===== src/rtl/mini_alu_core_if.sv =====
// ROM fetch port and video-RAM write port of the mini ALU core.
interface mini_alu_core_if #(
    parameter int unsigned IP_WIDTH = 8
);
    logic [IP_WIDTH-1:0] oIP;
    logic [27:0]         iInstruction;
    logic                oVGAWriteEnable;
    logic [15:0]         oVGAAddress;
    logic [2:0]          oVGAColor;

    modport master (
        output oIP,
        output oVGAWriteEnable,
        output oVGAAddress,
        output oVGAColor,
        input  iInstruction
    );

    modport slave (
        input  oIP,
        input  oVGAWriteEnable,
        input  oVGAAddress,
        input  oVGAColor,
        output iInstruction
    );
endinterface


===== src/rtl/mini_alu_core.sv =====
// Two-stage (fetch/execute) microcontroller core with register file,
// return-address stack, video-RAM write strobe, LED latch and button input.
module mini_alu_core #(
    parameter int unsigned DATA_WIDTH  = 16,
    parameter int unsigned NUM_REGS    = 8,
    parameter int unsigned IP_WIDTH    = 8,
    parameter int unsigned STACK_DEPTH = 4
) (
    input  logic                   Clock,
    input  logic                   Reset,
    mini_alu_core_if.master        bus,
    input  logic [4:0]             iButtons,
    output logic [7:0]             oLed,
    output logic                   oHalted,
    output logic                   oStackError
);
    localparam int unsigned INSTR_W = 28;
    localparam int unsigned RIDX_W  = $clog2(NUM_REGS);
    localparam int unsigned SP_W    = $clog2(STACK_DEPTH) + 1;
    localparam logic [INSTR_W-1:0] NOP_INSTR = '0;

    typedef enum logic [3:0] {
        OP_NOP  = 4'h0, OP_STO = 4'h1, OP_ADD = 4'h2, OP_SUB = 4'h3,
        OP_INC  = 4'h4, OP_BLE = 4'h5, OP_BGE = 4'h6, OP_JMP = 4'h7,
        OP_CALL = 4'h8, OP_RET = 4'h9, OP_VGA = 4'hA, OP_BTN = 4'hB,
        OP_LED  = 4'hC, OP_AND = 4'hD, OP_OR  = 4'hE, OP_HALT = 4'hF
    } op_e;

    logic [IP_WIDTH-1:0]   pc_q, pc_d;
    logic [INSTR_W-1:0]    ir_q, ir_d;
    logic [DATA_WIDTH-1:0] regs_q [NUM_REGS];
    logic [DATA_WIDTH-1:0] regs_d [NUM_REGS];
    logic [IP_WIDTH-1:0]   stack_q [STACK_DEPTH];
    logic [IP_WIDTH-1:0]   stack_d [STACK_DEPTH];
    logic [SP_W-1:0]       sp_q, sp_d;
    logic                  halted_q, halted_d;
    logic                  stack_err_q, stack_err_d;
    logic [7:0]            led_q, led_d;
    logic                  vga_we_q, vga_we_d;
    logic [15:0]           vga_addr_q, vga_addr_d;
    logic [2:0]            vga_color_q, vga_color_d;

    op_e                   op;
    logic [RIDX_W-1:0]     dst_idx, s1_idx, s0_idx;
    logic [DATA_WIDTH-1:0] src1, src0, imm;
    logic [SP_W-1:0]       sp_dec;
    logic                  stack_full;
    logic                  taken;
    logic [IP_WIDTH-1:0]   target;
    logic                  wr_en;
    logic [DATA_WIDTH-1:0] wr_data;

    // Instruction decode and combinational register reads
    assign op         = op_e'(ir_q[27:24]);
    assign dst_idx    = ir_q[16 +: RIDX_W];
    assign s1_idx     = ir_q[8 +: RIDX_W];
    assign s0_idx     = ir_q[0 +: RIDX_W];
    assign imm        = DATA_WIDTH'(ir_q[15:0]);
    assign src1       = regs_q[s1_idx];
    assign src0       = regs_q[s0_idx];
    assign sp_dec     = sp_q - SP_W'(1);
    assign stack_full = (sp_q == SP_W'(STACK_DEPTH));

    // Fetch, execute and next-state computation
    always_comb begin
        pc_d        = pc_q;
        ir_d        = ir_q;
        regs_d      = regs_q;
        stack_d     = stack_q;
        sp_d        = sp_q;
        halted_d    = halted_q;
        stack_err_d = stack_err_q;
        led_d       = led_q;
        vga_we_d    = 1'b0;
        vga_addr_d  = vga_addr_q;
        vga_color_d = vga_color_q;
        taken       = 1'b0;
        target      = IP_WIDTH'(ir_q[23:16]);
        wr_en       = 1'b0;
        wr_data     = '0;

        if (!halted_q) begin
            pc_d = pc_q + IP_WIDTH'(1);
            ir_d = bus.iInstruction;
            case (op)
                OP_NOP: ;
                OP_STO: begin wr_en = 1'b1; wr_data = imm; end
                OP_ADD: begin wr_en = 1'b1; wr_data = src1 + src0; end
                OP_SUB: begin wr_en = 1'b1; wr_data = src1 - src0; end
                OP_INC: begin wr_en = 1'b1; wr_data = src1 + DATA_WIDTH'(1); end
                OP_BLE: taken = (src1 <= src0);
                OP_BGE: taken = (src1 >= src0);
                OP_JMP: taken = 1'b1;
                OP_CALL: begin
                    // pc_q already points past the CALL: that is the return address
                    if (stack_full) begin
                        stack_err_d = 1'b1;
                    end else begin
                        stack_d[sp_q[SP_W-2:0]] = pc_q;
                        sp_d  = sp_q + SP_W'(1);
                        taken = 1'b1;
                    end
                end
                OP_RET: begin
                    if (sp_q == '0) begin
                        stack_err_d = 1'b1;
                    end else begin
                        target = stack_q[sp_dec[SP_W-2:0]];
                        sp_d   = sp_dec;
                        taken  = 1'b1;
                    end
                end
                OP_VGA: begin
                    vga_we_d    = 1'b1;
                    vga_addr_d  = {src1[7:0], src0[7:0]};
                    vga_color_d = ir_q[18:16];
                end
                OP_BTN: begin wr_en = 1'b1; wr_data = src1 + DATA_WIDTH'(iButtons); end
                OP_LED: led_d = src1[7:0];
                OP_AND: begin wr_en = 1'b1; wr_data = src1 & src0; end
                OP_OR:  begin wr_en = 1'b1; wr_data = src1 | src0; end
                OP_HALT: begin
                    halted_d = 1'b1;
                    pc_d     = pc_q;
                    ir_d     = ir_q;
                end
                default: ;
            endcase
            // Taken control transfer squashes the instruction fetched this cycle
            if (taken) begin
                pc_d = target;
                ir_d = NOP_INSTR;
            end
            if (wr_en) begin
                regs_d[dst_idx] = wr_data;
            end
        end
    end

    // State registers with synchronous reset
    always_ff @(posedge Clock) begin
        if (Reset) begin
            pc_q        <= '0;
            ir_q        <= NOP_INSTR;
            regs_q      <= '{default: '0};
            stack_q     <= '{default: '0};
            sp_q        <= '0;
            halted_q    <= 1'b0;
            stack_err_q <= 1'b0;
            led_q       <= '0;
            vga_we_q    <= 1'b0;
            vga_addr_q  <= '0;
            vga_color_q <= '0;
        end else begin
            pc_q        <= pc_d;
            ir_q        <= ir_d;
            regs_q      <= regs_d;
            stack_q     <= stack_d;
            sp_q        <= sp_d;
            halted_q    <= halted_d;
            stack_err_q <= stack_err_d;
            led_q       <= led_d;
            vga_we_q    <= vga_we_d;
            vga_addr_q  <= vga_addr_d;
            vga_color_q <= vga_color_d;
        end
    end

    assign bus.oIP             = pc_q;
    assign bus.oVGAWriteEnable = vga_we_q;
    assign bus.oVGAAddress     = vga_addr_q;
    assign bus.oVGAColor       = vga_color_q;
    assign oLed                = led_q;
    assign oHalted             = halted_q;
    assign oStackError         = stack_err_q;
endmodule


===== src/flat_wrapper.sv =====
// flat-port wrapper written by rule: the top's interface ports become plain ports
module mini_alu_core_flat 
#(
    parameter int unsigned DATA_WIDTH  = 16,
    parameter int unsigned NUM_REGS    = 8,
    parameter int unsigned IP_WIDTH    = 8,
    parameter int unsigned STACK_DEPTH = 4
)
  (Clock, Reset, iButtons, oLed, oHalted, oStackError, bus_oIP, bus_oVGAWriteEnable, bus_oVGAAddress, bus_oVGAColor, bus_iInstruction);
  mini_alu_core_if #(.IP_WIDTH(IP_WIDTH)) bus_i ();
  input  logic Clock;
  input  logic Reset;
  input  logic [4:0] iButtons;
  output logic [7:0] oLed;
  output logic oHalted;
  output logic oStackError;
  output wire logic [$bits(bus_i.oIP)-1:0] bus_oIP;
  output wire logic [$bits(bus_i.oVGAWriteEnable)-1:0] bus_oVGAWriteEnable;
  output wire logic [$bits(bus_i.oVGAAddress)-1:0] bus_oVGAAddress;
  output wire logic [$bits(bus_i.oVGAColor)-1:0] bus_oVGAColor;
  input wire logic [$bits(bus_i.iInstruction)-1:0] bus_iInstruction;
  assign bus_oIP = bus_i.oIP;
  assign bus_oVGAWriteEnable = bus_i.oVGAWriteEnable;
  assign bus_oVGAAddress = bus_i.oVGAAddress;
  assign bus_oVGAColor = bus_i.oVGAColor;
  assign bus_i.iInstruction = bus_iInstruction;
  mini_alu_core #(.DATA_WIDTH(DATA_WIDTH), .NUM_REGS(NUM_REGS), .IP_WIDTH(IP_WIDTH), .STACK_DEPTH(STACK_DEPTH)) u_core (.Clock(Clock), .Reset(Reset), .bus(bus_i), .iButtons(iButtons), .oLed(oLed), .oHalted(oHalted), .oStackError(oStackError));
endmodule

===== config.mk =====
export PLATFORM = sky130hd
export DESIGN_NAME = mini_alu_core_flat
export DESIGN_NICKNAME = d
export VERILOG_FILES = /design/src/rtl/mini_alu_core_if.sv /design/src/rtl/mini_alu_core.sv /design/src/flat_wrapper.sv
export SDC_FILE = /design/constraint.sdc
export NUM_CORES = 1
export LEC_CHECK = 0
export ABC_AREA = 1
export BUFFER_PORTS_ARGS = -buffer_cell sky130_fd_sc_hd__buf_4
export CAP_MARGIN = 40
export CORE_MARGIN = 3
export CORE_UTILIZATION = 40
export DETAILED_ROUTE_END_ITERATION = 8
export HOLD_SLACK_MARGIN = 0.03
export SETUP_SLACK_MARGIN = 0.1
export SLEW_MARGIN = 20
export SYNTH_ARGS = -nofsm -noshare
export SYNTH_HDL_FRONTEND = slang
export SYNTH_SLANG_ARGS = --single-unit
export TNS_END_PERCENT = 5

===== constraint.sdc =====
create_clock -name Clock -period 6 [get_ports Clock]
set_input_delay 1.2 -clock Clock [delete_from_list [all_inputs] [get_ports Clock]]
set_output_delay 1.2 -clock Clock [all_outputs]
set_load 0.02 [all_outputs]

==> Word-level counts from Yosys, hierarchy flattened <==
Cells that the tools add are included.
Widths: inputs -> output; s select.
{ "word_totals": {"reg_bits": 229, "input_bits": 35, "out_inout_bits": 38, "elab_cells": 118} }
{ "classes": {"addsub": 7, "n_lt_le_gt_ge": 9, "eq_ne": 21, "mux": 38, "bitwise": 9, "reduce_logical": 13} }
{ "op_table": {"columns": ["cell", "n"], "rows": [
  ["$bwmux 128", 1],
  ["$pmux 16 s7", 1],
  ["$bmux 16 s3", 2],
  ["$mux 16", 6],
  ["$mux 28", 2],
  ["$mux 8", 7],
  ["$demux 16 s3", 1],
  ["$bwmux 32", 1],
  ["$eq 4x4->1 const B", 8],
  ["$add 16x1->16 const B", 1],
  ["$add 16x16->16", 1],
  ["$add 16x5->16", 1],
  ["$and 16x16->16", 1],
  ["$bmux 8 s2", 1],
  ["$demux 8 s2", 1],
  ["$eq 4x3->1 const B", 4],
  ["$ge 16x16->1", 1],
  ["$le 16x16->1", 1],
  ["$or 16x16->16", 1],
  ["$sub 16x16->16", 1],
  ["$ge 4x4->1 const B", 3],
  ["$not 3->4", 3],
  ["$mux 1", 10],
  ["$add 8x1->8 const B", 1],
  ["24 further kinds", 37]
]} }

==> Depth between registers and ports, before layout <==
Gate-level depths: netlist of the first run.
{ "logic_depth": {"depth_word": 9, "depth_mapped": 26, "ltp_nobuf": 23} }

==> Least setup slack after synthesis of the first run <==
Ideal clock, no wire load.
{ "synth_path": {"path_kind": "register to register", "from": "register u_core.ir_q[0]", "to": "register u_core.regs_q[4] (netlist name)", "setup_time_ps": 145, "arrival_ps": 3265, "slack_ps": 2590, "stages_incl_launch_ff": 19, "n_path_buf": 3, "cell_sequence": "dfxtp_1 buf_2 buf_2 clkbuf_1 o21ai_0 nand2_1 inv_1 o21ai_0 inv_1 o211ai_1 ha_1 inv_1 fa_1 inv_1 nand3_1 nand2_1 xor2_1 a211oi_1 a21oi_1"} }
{ "synth_between": {"elab_chain_cells": 8, "elab_cells_between_ends": 11} }
{ "synth_lines": {"columns": ["element", "line_no", "source"], "rows": [
  ["from (decl)", "mini_alu_core.sv:30", "logic [INSTR_W-1:0] ir_q, ir_d;"],
  ["from (signal assigned)", "mini_alu_core.sv:156", "ir_q <= ir_d;"],
  ["$not 3->4 (not written as such) (*)", "mini_alu_core.sv:60", "assign src0 = regs_q[s0_idx];"],
  ["$bmux 16 s3 (*)", "mini_alu_core.sv:60", null],
  ["$mux 16 (not written as such) (*) (2 in series)", "mini_alu_core.sv:60", null],
  ["named net u_core.src0[0]", "mini_alu_core.sv:45", "logic [DATA_WIDTH-1:0] src1, src0, imm;"],
  ["$sub 16x16->16 or $add 16x16->16 (tied branches)", "mini_alu_core.sv:89, mini_alu_core.sv:88", null],
  ["$pmux 16 s7 (*)", "mini_alu_core.sv:85", "case (op)"],
  ["$mux 16 (*)", "mini_alu_core.sv:82", "if (!halted_q) begin"],
  ["$bwmux 128 (*)", "mini_alu_core.sv:135", "regs_d[dst_idx] = wr_data;"],
  ["to (signal assigned)", "mini_alu_core.sv:157", "regs_q <= regs_d;"],
  ["to (decl)", "mini_alu_core.sv:31", "logic [DATA_WIDTH-1:0] regs_q [NUM_REGS];"]
]} }
The timed path passes the listed nets; every way through them passes the cells marked *. The select of a mux whose other input is x is not followed.
A chain may end at the register's enable or synchronous reset.

==> Worst setup path after layout of the first run <==
{ "layout_path": {"from": "register u_core.ir_q[1]", "to": "register u_core.regs_q[47] (netlist name)"} }
Same word-level chain as after synthesis.

==> results.sh, run 1 <==
export IMPL_yosysTopAreaCellShare_pct=32.0
export IMPL_clk_pin_slew_worst_paths_ns=0.06
export IMPL_die_y_um=195
export IMPL_synth_area_mm2=0.0143
export IMPL_syn_instance_count=2156
export IMPL_port_buffer_count=72
export IMPL_synth_compound_area_share_pct=26.1
export IMPL_cts_root_buf="clkbuf_16"
export IMPL_cts_htree_levels=1
export IMPL_ys_warnings_count=0
export IMPL_crit_family="compound AO/OA/AOI/OAI gates"
export IMPL_worstSkewPairLatency_ns=0.56
export IMPL_cp_num_cells=20
export IMPL_final_nets=2278
export IMPL_period_minus_slack_ns=5.00
export IMPL_whs_ns=0.451
export IMPL_dpl_hpwl_um=35600
export IMPL_status="completed"
export IMPL_die_width_um=195
export IMPL_whs_endpoint="u_core.stack_q[21]"
export IMPL_grt_overflow_total=0
export IMPL_rsz0062_at_grt="no"
export IMPL_drt_wirelength_per_cell_um=19.6
export IMPL_grt_pass1_vias=14208
export IMPL_core_mm2=0.0349
export IMPL_crit_fanout=23
export IMPL_internal_power_w=0.00323
export IMPL_critPathMaxStageDelay_ns=0.69
export IMPL_finalMaxSlewViolations=0
export IMPL_clock_sinks=229
export IMPL_dr_pass1_iters=6
export IMPL_grt_util_all_layers_pct=26.4
export IMPL_syn_avg_cell_area_um2=6.63
export IMPL_detail_route_vias_per_cell=5.56
export IMPL_p_sw_share_pct=35.3
export IMPL_cts_tree="built"
export IMPL_ff2ff_setup_slack_ns=1.00
export IMPL_min_delay_start="u_core.stack_q[21]"
export IMPL_maxCapViolCount=0
export IMPL_power_frac_seq_pct=33.4
export IMPL_gp_congestion=0.945
export IMPL_synthXorXnorAreaFrac_pct=0.490
export IMPL_start_kind="register"
export IMPL_yosysUniqueCellTypes=50
export IMPL_rr_worst_depth=20
export IMPL_final_util_pct=46.4
export IMPL_synth_nets=2263
export IMPL_cpMaxStageDelayCell="dfxtp_2"
export IMPL_synth_edf_count=0
export IMPL_p_sw_w=0.00176
export IMPL_placed_area_mm2=0.0151
export IMPL_areaGrowthSynthToFinish_pct=13.2
export IMPL_grt_pass1_wl_um=81000
export IMPL_power_density_mw_per_mm2=308
export IMPL_crit_buf_inv=5
export IMPL_slew_headroom_pct=43.6
export IMPL_dieArea_mm2=0.0381
export IMPL_antenna_found_initial=0
export IMPL_drt_iter0_markers=1088
export IMPL_hold_viol=0
export IMPL_r2r_start="u_core.ir_q[1]"
export IMPL_rows=68
export IMPL_cts_buffers=27
export IMPL_fin_tns_setup_ns=0
export IMPL_synth_seq_cells=229
export IMPL_drive_above_1_share_pct=9.72
export IMPL_fmax_ghz=0.200
export IMPL_grt_max_degree=81
export IMPL_fillers=3614
export IMPL_p_comb_share_pct=28.6
export IMPL_synth_top_family_by_area="compound AO/OA/AOI/OAI gates"
export IMPL_post_route_period_util_pct=83.3
export IMPL_antenna_left=0
export IMPL_drt_total_wl_um=51900
export IMPL_drc=0
export IMPL_hold_buffers=0
export IMPL_initial_core_util_pct=41.0
export IMPL_reg2reg_to="u_core.regs_q[47]"
export IMPL_endpoint_kind="register"
export IMPL_final_area_mm2=0.0162
export IMPL_ys_seq_area_share_pct=32.0
export IMPL_synthMuxAreaShare_pct=0.472
export IMPL_num_io_pins=73
export IMPL_cts_buffer_depth=3
export IMPL_async_flop_share_pct=0
export IMPL_power_frac_clock_pct=38.0
export IMPL_min_path_type="reg2reg"
export IMPL_antenna_cells=0
export IMPL_arrival_ns=5.46
export IMPL_synthFlopType="dfxtp_1"
export IMPL_cpMostUsedCell="nand2_1"
export IMPL_finClkSkew_ns=0.0161
export IMPL_setup_viol=0
export IMPL_critPathKind="reg2reg"
export IMPL_synth_fa_ha_area_share_pct=6.40
export IMPL_required_ns=6.47
export IMPL_power_leakage_nw=7.27
export IMPL_yosys_area_share_simple_pct=23.1
export IMPL_vdd_drop_max_v=0.000243
export IMPL_crit_chain="inv_1, buf_4, a21oi_1, o21ai_0, nand2_1, inv_1, o21ai_0, inv_1, o21ai_0, ha_1, a21oi_1, nand2_1, nand2_1, nand2_1, a21oi_1, nand3_1, nand3_1, nand3_1, nand2_1, inv_1"
export IMPL_tightest_slew_ns=0.843
export IMPL_vias=14718
export IMPL_min_path_cells=2
export IMPL_post_cts_buffers=0
export IMPL_cts_resized=0
export IMPL_synthTopCellsByArea="dfxtp_1 (32%), o21ai_0 (11%), a21oi_1 (10%)"
export IMPL_synth_area_leader_cell="dfxtp_1"
==> cell type report <==
class / instances / area, µm² / share of cell area, %
clock buffer: 35 / 756 / 4.67
clock inverter: 15 / 263 / 1.62
inverter: 277 / 1040 / 6.43
multi-input combinational: 1525 / 8100 / 50.0
sequential: 229 / 4590 / 28.3
tap: 455 / 569 / 3.51
timing repair buffer: 111 / 880 / 5.43
==> cell usage after synthesis (2+ instances only) <==
cell type	n
nand2_2	7
nand4_1	72
nor3_4	8
fa_1	2
o21ai_2	2
nor2_8	2
buf_6	7
buf_1	12
o21ai_1	8
inv_2	6
mux2_2	6
or2_2	4
ha_1	70
dfxtp_1	229
nand3b_1	3
buf_2	13
clkbuf_1	80
nor3_1	11
a22o_1	2
a211oi_2	4
nand3_1	86
xor2_1	8
o21a_1	19
buf_4	12
nor2_1	193
nand2_1	338
and2_1	2
o21bai_1	2
nand2_4	5
a21oi_1	299
a221oi_1	10
o211ai_1	11
a21o_1	3
inv_1	271
o22ai_1	10
o21ai_0	325
==> per-layer routing <==
metal / wire [µm] / GRT usage (%) / vias to the layer above
met5: 0 / 0 / -
met4: 2230 / 10.4 / 0
met3: 3360 / 3.80 / 133
met2: 23800 / 43.4 / 520
met1: 22500 / 35.2 / 6850
li1: - / - / 7215
==> stage by stage <==
step	power (W)	worst slack, ns	instances
after floorplan	0.00267	2.59	2156
final	0.00499	1.00	2647
after detailed placement	0.00309	1.21	2593
after CTS	0.00500	1.19	2643
after global routing	0.00525	0.799	2647
after global placement	0.00308	1.28	2586
==> how the worst max path moves through the flow <==
stage | start | slack, ns | to
2_1_floorplan | u_core.ir_q[0] | 2.59 | u_core.regs_q[4]
4_1_cts | u_core.ir_q[1] | 1.19 | u_core.regs_q[47]
6_report | u_core.ir_q[1] | 1.00 | u_core.regs_q[47]
3_5_place_dp | u_core.ir_q[1] | 1.21 | u_core.regs_q[47]
3_3_place_gp | u_core.ir_q[1] | 1.28 | u_core.regs_q[47]
5_1_grt | u_core.ir_q[8] | 0.80 | u_core.ir_q[18]
==> tightest hold or removal path, stage by stage, from the launching register on <==
cell	delay [ns]
dfxtp_1	0.30
inv_1	0.05
a21oi_1	0.05
==> cells by family (layout without fill, tap and decap cells) <==
| kind of cell | count (synthesis) | count (layout) |
|---|---|---|
| AND/OR/NAND/NOR | 737 | 737 |
| AO/OA/AOI/OAI | 702 | 702 |
| buffers and inverters | 402 | 438 |
| flip-flops | 229 | 229 |
| adder cells (fa/ha/maj) | 72 | 72 |
| XOR/XNOR | 8 | 8 |
| multiplexers | 6 | 6 |
==> state kept, by name, summed over array words and instances (netlist names) <==
name                        count
u_core.bus.oIP                  8
u_core.bus.oVGAAddress         16
u_core.bus.oVGAColor            3
u_core.bus.oVGAWriteEnable      1
u_core.ir_q                    28
u_core.oHalted                  1
u_core.oLed                     8
u_core.oStackError              1
u_core.regs_q                 128
u_core.sp_q                     3
u_core.stack_q                 32
==> cell usage in the layout (no fill, tap or decap), drive strengths merged <==
master,n
nand3b,3
mux2,6
bufinv,7
dfxtp,229
a21o,3
a21boi,1
clkinv,5
and3,1
o21bai,2
and2,2
o21ai,335
o211ai,11
nand3,87
fa,2
a22o,2
xor2,8
buf,109
a221oi,10
or2,5
a311oi,1
o22ai,10
ha,70
o21a,19
nor4,1
nand2,350
a211oi,5
clkinvlp,2
nor2,197
clkbuf,37
o211a,1
nand4,72
inv,278
a31o,1
a21oi,300
nor3,19
o31ai,1
==> power by group through the flow <==
| stage | registers, W | logic, W | clock network, W |
|---|---|---|---|
| finish | 0.00167 | 0.00143 | 0.00189 |
| global route | 0.00168 | 0.00160 | 0.00198 |
| CTS | 0.00166 | 0.00141 | 0.00193 |
| detailed placement | 0.00170 | 0.00140 | 0 |
| global placement | 0.00170 | 0.00138 | 0 |
| floorplan | 0.00167 | 0.000998 | 0 |
Note: power is estimated with default switching activity, not from simulation.
==> run 2, diff against run 1 <==
==> constraint.sdc (replaced) <==
create_clock -name Clock -period 4.8 [get_ports Clock]
set_input_delay 0.96 -clock Clock [delete_from_list [all_inputs] [get_ports Clock]]
set_output_delay 0.96 -clock Clock [all_outputs]
set_load 0.02 [all_outputs]
==> run 2 against run 1 <==
- count of clock-buffer cells in the layout rose by 4
- non-clock buffer count rose by 31
- combinational power rose by 33%
- register-to-register slack got worse by 0.58 ns
- routed wire length fell by 0.14%
- largest power group unchanged
- critical path type unchanged
- global-route usage barely moved
- first-iteration DRC count rose by 19%
- clock skew fell by 0.0021 ns
- die area did not move
- cell area rose by 1.2%
- sequential power rose by 24%
- largest cell class unchanged
- cell count rose by 1.1%
==> results.sh, run 2 (synthesis results as in run 1) <==
export IMPL_layout_common_cells="nand2_1 (338), o21ai_0 (323), a21oi_1 (298)"
export IMPL_grt_max_degree=70
export IMPL_gp_congestion=0.928
export IMPL_min_path_type="reg2reg"
export IMPL_dpl_hpwl_um=36400
export IMPL_areaGrowthSynthToFinish_pct=14.6
export IMPL_cts_buffers=27
export IMPL_arrival_ns=4.82
export IMPL_die_width_um=195
export IMPL_vias=14931
export IMPL_initial_core_util_pct=41.0
export IMPL_maxCapViolCount=0
export IMPL_num_io_pins=73
export IMPL_fmax_ghz=0.228
export IMPL_die_y_um=195
export IMPL_final_common_cell="nand2_1"
export IMPL_fillers=3608
export IMPL_antenna_cells=0
export IMPL_grt_pass1_vias=14021
export IMPL_crit_buf_inv=6
export IMPL_cpMaxStageDelayCell="o21ai_0"
export IMPL_drive_above_1_share_pct=10.9
export IMPL_critPathKind="reg2reg"
export IMPL_ff2ff_setup_slack_ns=0.42
export IMPL_cts_tree="built"
export IMPL_dieArea_mm2=0.0381
export IMPL_power_leakage_nw=7.40
export IMPL_setup_viol=0
export IMPL_critPathMaxStageDelay_ns=0.59
export IMPL_status="completed"
export IMPL_core_mm2=0.0349
export IMPL_cts_buffer_depth=3
export IMPL_dr_pass1_iters=6
export IMPL_top_regs="u_core.regs_q: 128 flops, u_core.stack_q: 32 flops, u_core.ir_q: 28 flops"
export IMPL_grt_pass1_wl_um=80800
export IMPL_final_seq_area_mm2=0.00459
export IMPL_rows=68
export IMPL_hold_viol=0
export IMPL_drc=0
export IMPL_crit_chain="inv_1, buf_12, a21oi_1, o21ai_0, nand2_1, inv_1, o21ai_0, inv_1, ha_1, nor2_1, inv_1, nor2_1, nand2_1, nand2_1, nand2_1, nand2_1, nand2_1, a21oi_4, buf_4, nand4_1, a21oi_1"
export IMPL_vdd_drop_max_v=0.000306
export IMPL_required_ns=5.24
export IMPL_start_kind="register"
export IMPL_port_buffer_count=72
export IMPL_power_density_mw_per_mm2=371
export IMPL_tightest_slew_ns=0.854
export IMPL_cts_root_buf="clkbuf_16"
export IMPL_post_cts_buffers=0
export IMPL_slew_headroom_pct=42.9
export IMPL_fin_tns_setup_ns=0
export IMPL_period_minus_slack_ns=4.38
export IMPL_drt_total_wl_um=51800
export IMPL_wl_met1_um=22800
export IMPL_cpMostUsedCell="nand2_1"
export IMPL_drt_iter0_markers=1293
export IMPL_antenna_left=0
export IMPL_antenna_found_initial=0
export IMPL_cts_htree_levels=1
export IMPL_multiInputGateArea_mm2=0.00810
export IMPL_largest_reg_flops=128
export IMPL_final_nets=2309
export IMPL_crit_family="compound AO/OA/AOI/OAI gates"
export IMPL_top_register="u_core.regs_q"
export IMPL_endpoint_kind="register"
export IMPL_clock_sinks=229
export IMPL_post_route_period_util_pct=91.3
export IMPL_finClkSkew_ns=0.0140
export IMPL_drt_wirelength_per_cell_um=19.4
export IMPL_clk_pin_slew_worst_paths_ns=0.06
export IMPL_grt_util_all_layers_pct=26.4
export IMPL_grt_overflow_total=0
export IMPL_worstSkewPairLatency_ns=0.56
export IMPL_rsz0062_at_grt="no"
export IMPL_met2_length_um=23200
export IMPL_dr_wl_met3_um=3460
export IMPL_final_util_pct=47.0
export IMPL_detail_route_vias_per_cell=5.58
export IMPL_highest_layer="met4"
export IMPL_crit_fanout=41
export IMPL_finalMaxSlewViolations=0
export IMPL_hold_buffers=0
## run 2: cell types whose count changed in the layout (fill, tap and decap cells not counted), sizes merged
cell and change:
clkbuf +3, inv -2, buf +32, bufinv -5
## run 2: through the flow
stage / instance area [µm²] / power, W / instances / hold slack (ns) / worst slack, ns
floorplan: 14300 / 0.00334 / 2156 / 0.424 / 1.39
global placement: 15300 / 0.00394 / 2616 / 0.439 / 0.489
detailed placement: 15400 / 0.00396 / 2625 / 0.449 / 0.441
CTS: 16300 / 0.00608 / 2672 / 0.457 / 0.415
global route: 16400 / 0.00641 / 2675 / 0.486 / 0.106
finish: 16400 / 0.00609 / 2675 / 0.455 / 0.418
## run 2: path summary, 6_finish.rpt
path,cells after the start,from,to
worst max-delay path,21,u_core.ir_q[8],u_core.ir_q[1]
worst min-delay path,2,u_core.stack_q[20],u_core.stack_q[20]
worst max register to register,21,u_core.ir_q[8],u_core.ir_q[1]
worst min register to register,2,u_core.stack_q[20],u_core.stack_q[20]
## run 2: power breakdown
part           internal, W  total, W  switching, W
logic             0.000610   0.00190       0.00129
clock network      0.00126   0.00212      0.000859
registers          0.00199   0.00207     0.0000795
## run 2: worst register-to-register path, stage by stage, from the launching register on
cell and delay, ns:
dfxtp_2 0.55, inv_1 0.14, buf_12 0.21, a21oi_1 0.14, o21ai_0 0.09, nand2_1 0.07
inv_1 0.04, o21ai_0 0.59, inv_1 0.19, ha_1 0.38, nor2_1 0.14, inv_1 0.11
nor2_1 0.18, nand2_1 0.09, nand2_1 0.18, nand2_1 0.12, nand2_1 0.08, nand2_1 0.14
a21oi_4 0.16, buf_4 0.23, nand4_1 0.12, a21oi_1 0.30
## run 2: timing repair
item | CTS | global route
resized for setup | 0 | 4
endpoints found under the hold margin | 0 | 0
setup endpoints to repair | 0 | 37
## run 2: area by class of cell
type / count / share of cell area (%)
clock buffers: 39 / 4.89
flip-flops and latches: 229 / 28.0
clock inverters: 8 / 0.611
well taps: 455 / 3.47
multi-input cells: 1525 / 49.4
repair buffers: 142 / 7.21
inverters: 277 / 6.37
## run 2: routing by layer
layer / up-vias / GRT usage [%]
met5: - / 0
met1: 6970 / 36.2
li1: 7281 / -
met4: 0 / 10.6
met2: 579 / 42.6
met3: 101 / 3.04
==> run 3, diff against run 2 <==
--- a/config.mk
+++ b/config.mk
@@ -6,7 +6,7 @@
 export NUM_CORES = 1
 export LEC_CHECK = 0
 export ABC_AREA = 1
-export BUFFER_PORTS_ARGS = -buffer_cell sky130_fd_sc_hd__buf_4
+export BUFFER_PORTS_ARGS = -buffer_cell sky130_fd_sc_hd__buf_2
 export CAP_MARGIN = 40
 export CORE_MARGIN = 3
 export CORE_UTILIZATION = 40
==> constraint.sdc (replaced) <==
create_clock -name Clock -period 4.8 [get_ports Clock]
set_input_delay 1.2 -clock Clock [delete_from_list [all_inputs] [get_ports Clock]]
set_output_delay 1.2 -clock Clock [all_outputs]
set_load 0.02 [all_outputs]
==> run 3 against run 2 <==
- die area unchanged
- sequential cell count unchanged
- non-clock buffer count decreased by 12
- clock power decreased by 6%
- cell area decreased by 2.1%
- global-route usage decreased by 0.77 points
- cell count decreased by 0.37%
- total power decreased by 3.2%
- worst hold slack got worse by 0.010 ns
- critical endpoint is now u_core.regs_q[87]
- largest power group is now sequential cells
- clock skew decreased by 0.00086 ns
==> results.sh, run 3 (synthesis results as in run 1) <==
export IMPL_drive_above_1_share_pct=10.4
export IMPL_start_kind="register"
export IMPL_cts_buffer_depth=3
export IMPL_clock_sinks=229
export IMPL_initial_core_util_pct=41.0
export IMPL_post_route_period_util_pct=91.4
export IMPL_timing_final_ws_setup_ns=0.413
export IMPL_critPathKind="reg2reg"
export IMPL_place_ws_ns=0.498
export IMPL_grt_busiest_layer="met2"
export IMPL_detail_route_vias_per_cell=5.54
export IMPL_slew_headroom_pct=38.4
export IMPL_fillers=3695
export IMPL_top_regs="u_core.regs_q: 128 flops, u_core.stack_q: 32 flops, u_core.ir_q: 28 flops"
export IMPL_antenna_found_initial=0
export IMPL_dieArea_mm2=0.0381
export IMPL_grt_met1_usage_pct=34.0
export IMPL_final_area_mm2=0.0160
export IMPL_arrival_ns=4.87
export IMPL_antenna_left=0
export IMPL_areaGrowthSynthToFinish_pct=12.1
export IMPL_grt_overflow_total=0
export IMPL_rsz0062_at_grt="no"
export IMPL_finalMaxSlewViolations=0
export IMPL_cts_tree="built"
export IMPL_die_y_um=195
export IMPL_cts_root_buf="clkbuf_16"
export IMPL_dpl_hpwl_um=34900
export IMPL_min_path_type="reg2reg"
export IMPL_hold_viol=0
export IMPL_required_ns=5.29
export IMPL_gp_congestion=1.00
export IMPL_setup_viol=0
export IMPL_grt_pass1_vias=13921
export IMPL_antenna_cells=0
export IMPL_crit_fanout=69
export IMPL_status="completed"
export IMPL_cts_htree_levels=1
export IMPL_stdcell_count=2665
export IMPL_core_mm2=0.0349
export IMPL_drt_total_wl_um=50400
export IMPL_grt_use_met2_pct=42.2
export IMPL_drc=0
export IMPL_top_register="u_core.regs_q"
export IMPL_cts_buffers=27
export IMPL_finClkSkew_ns=0.0131
export IMPL_grt_max_degree=81
export IMPL_dp_cells=2616
export IMPL_num_io_pins=73
export IMPL_drt_iter0_markers=1371
export IMPL_placed_area_mm2=0.0152
export IMPL_layout_common_cells="nand2_1 (338), o21ai_0 (324), a21oi_1 (298)"
export IMPL_maxCapViolCount=0
export IMPL_grt_util_all_layers_pct=25.7
export IMPL_vias=14764
export IMPL_endpoint_kind="register"
export IMPL_grtUsageMet3_pct=3.57
export IMPL_port_buffer_count=72
export IMPL_worstSkewPairLatency_ns=0.56
export IMPL_drt_wirelength_per_cell_um=18.9
export IMPL_vdd_drop_max_v=0.000314
export IMPL_tightest_slew_ns=0.922
export IMPL_die_width_um=195
export IMPL_dr_pass1_iters=5
export IMPL_period_minus_slack_ns=4.39
export IMPL_final_util_pct=46.0
export IMPL_fin_tns_setup_ns=0
export IMPL_power_density_mw_per_mm2=367
export IMPL_largest_reg_flops=128
export IMPL_power_leakage_nw=7.28
export IMPL_fmax_ghz=0.228
export IMPL_final_nets=2297
export IMPL_rows=68
export IMPL_final_common_cell="nand2_1"
export IMPL_clk_pin_slew_worst_paths_ns=0.06
export IMPL_grt_pass1_wl_um=78800
## run 3: changes by cell type in the layout (fill, tap and decap cells not counted), sizes merged
cell,change
bufinv,-1
clkinv,+5
clkinvlp,-1
clkbuf,-4
inv,+2
buf,-11
## run 3: worst paths after layout
| check | from | end | slack (ns) | cells past startpoint |
|---|---|---|---|---|
| max reg2reg | u_core.ir_q[0] | u_core.regs_q[87] | 0.41 | 17 |
| min reg2reg | u_core.oStackError | u_core.oStackError | 0.45 | 2 |
| min | u_core.oStackError | u_core.oStackError | 0.45 | 2 |
| max | u_core.ir_q[0] | u_core.regs_q[87] | 0.41 | 17 |
## run 3: metrics by stage
step | total power [W] | hold slack, ns
floorplan | 0.00334 | 0.424
global placement | 0.00386 | 0.435
detailed placement | 0.00389 | 0.439
CTS | 0.00590 | 0.448
global route | 0.00621 | 0.471
finish | 0.00589 | 0.445
## run 3: timing repair
item,in CTS,in global routing
setup endpoints to repair,0,6
hold buffers,0,0
gates resized for setup,0,1
buffers inserted,0,0
## run 3: metal layers
layer,vias up,part of all wire [%]
li1,7277,-
met1,6787,43
met5,-,0
met4,0,4.1
met2,581,46
met3,119,7.5
## run 3: final cells by class
type / instances / area [µm²] / area share, %
clock buffer: 36 / 749 / 4.67
clock inverter: 13 / 104 / 0.647
inverter: 277 / 1040 / 6.49
multi-input combinational: 1525 / 8100 / 50.5
sequential: 229 / 4590 / 28.6
tap: 455 / 569 / 3.55
timing repair buffer: 130 / 885 / 5.52
## run 3: power breakdown
part | switching [W] | internal [W]
Sequential | 0.0000757 | 0.00199
Clock | 0.000852 | 0.00115
Combinational | 0.00125 | 0.000570
Total | 0.00218 | 0.00371
## run 3: worst max-delay path, stage by stage, from the launching register on
cell      delay (ns)
dfxtp_2         0.44
buf_4           0.60
o21ai_0         0.17
nand2_1         0.10
inv_1           0.03
o21ai_0         0.54
inv_1           0.20
o21ai_0         0.25
ha_1            0.33
a21oi_1         0.23
nand2_1         0.15
nand2_1         0.09
nand2_1         0.13
nand2_1         0.09
nand2_1         0.05
o211ai_1        0.68
nor2_1          0.08
nor2_1          0.14
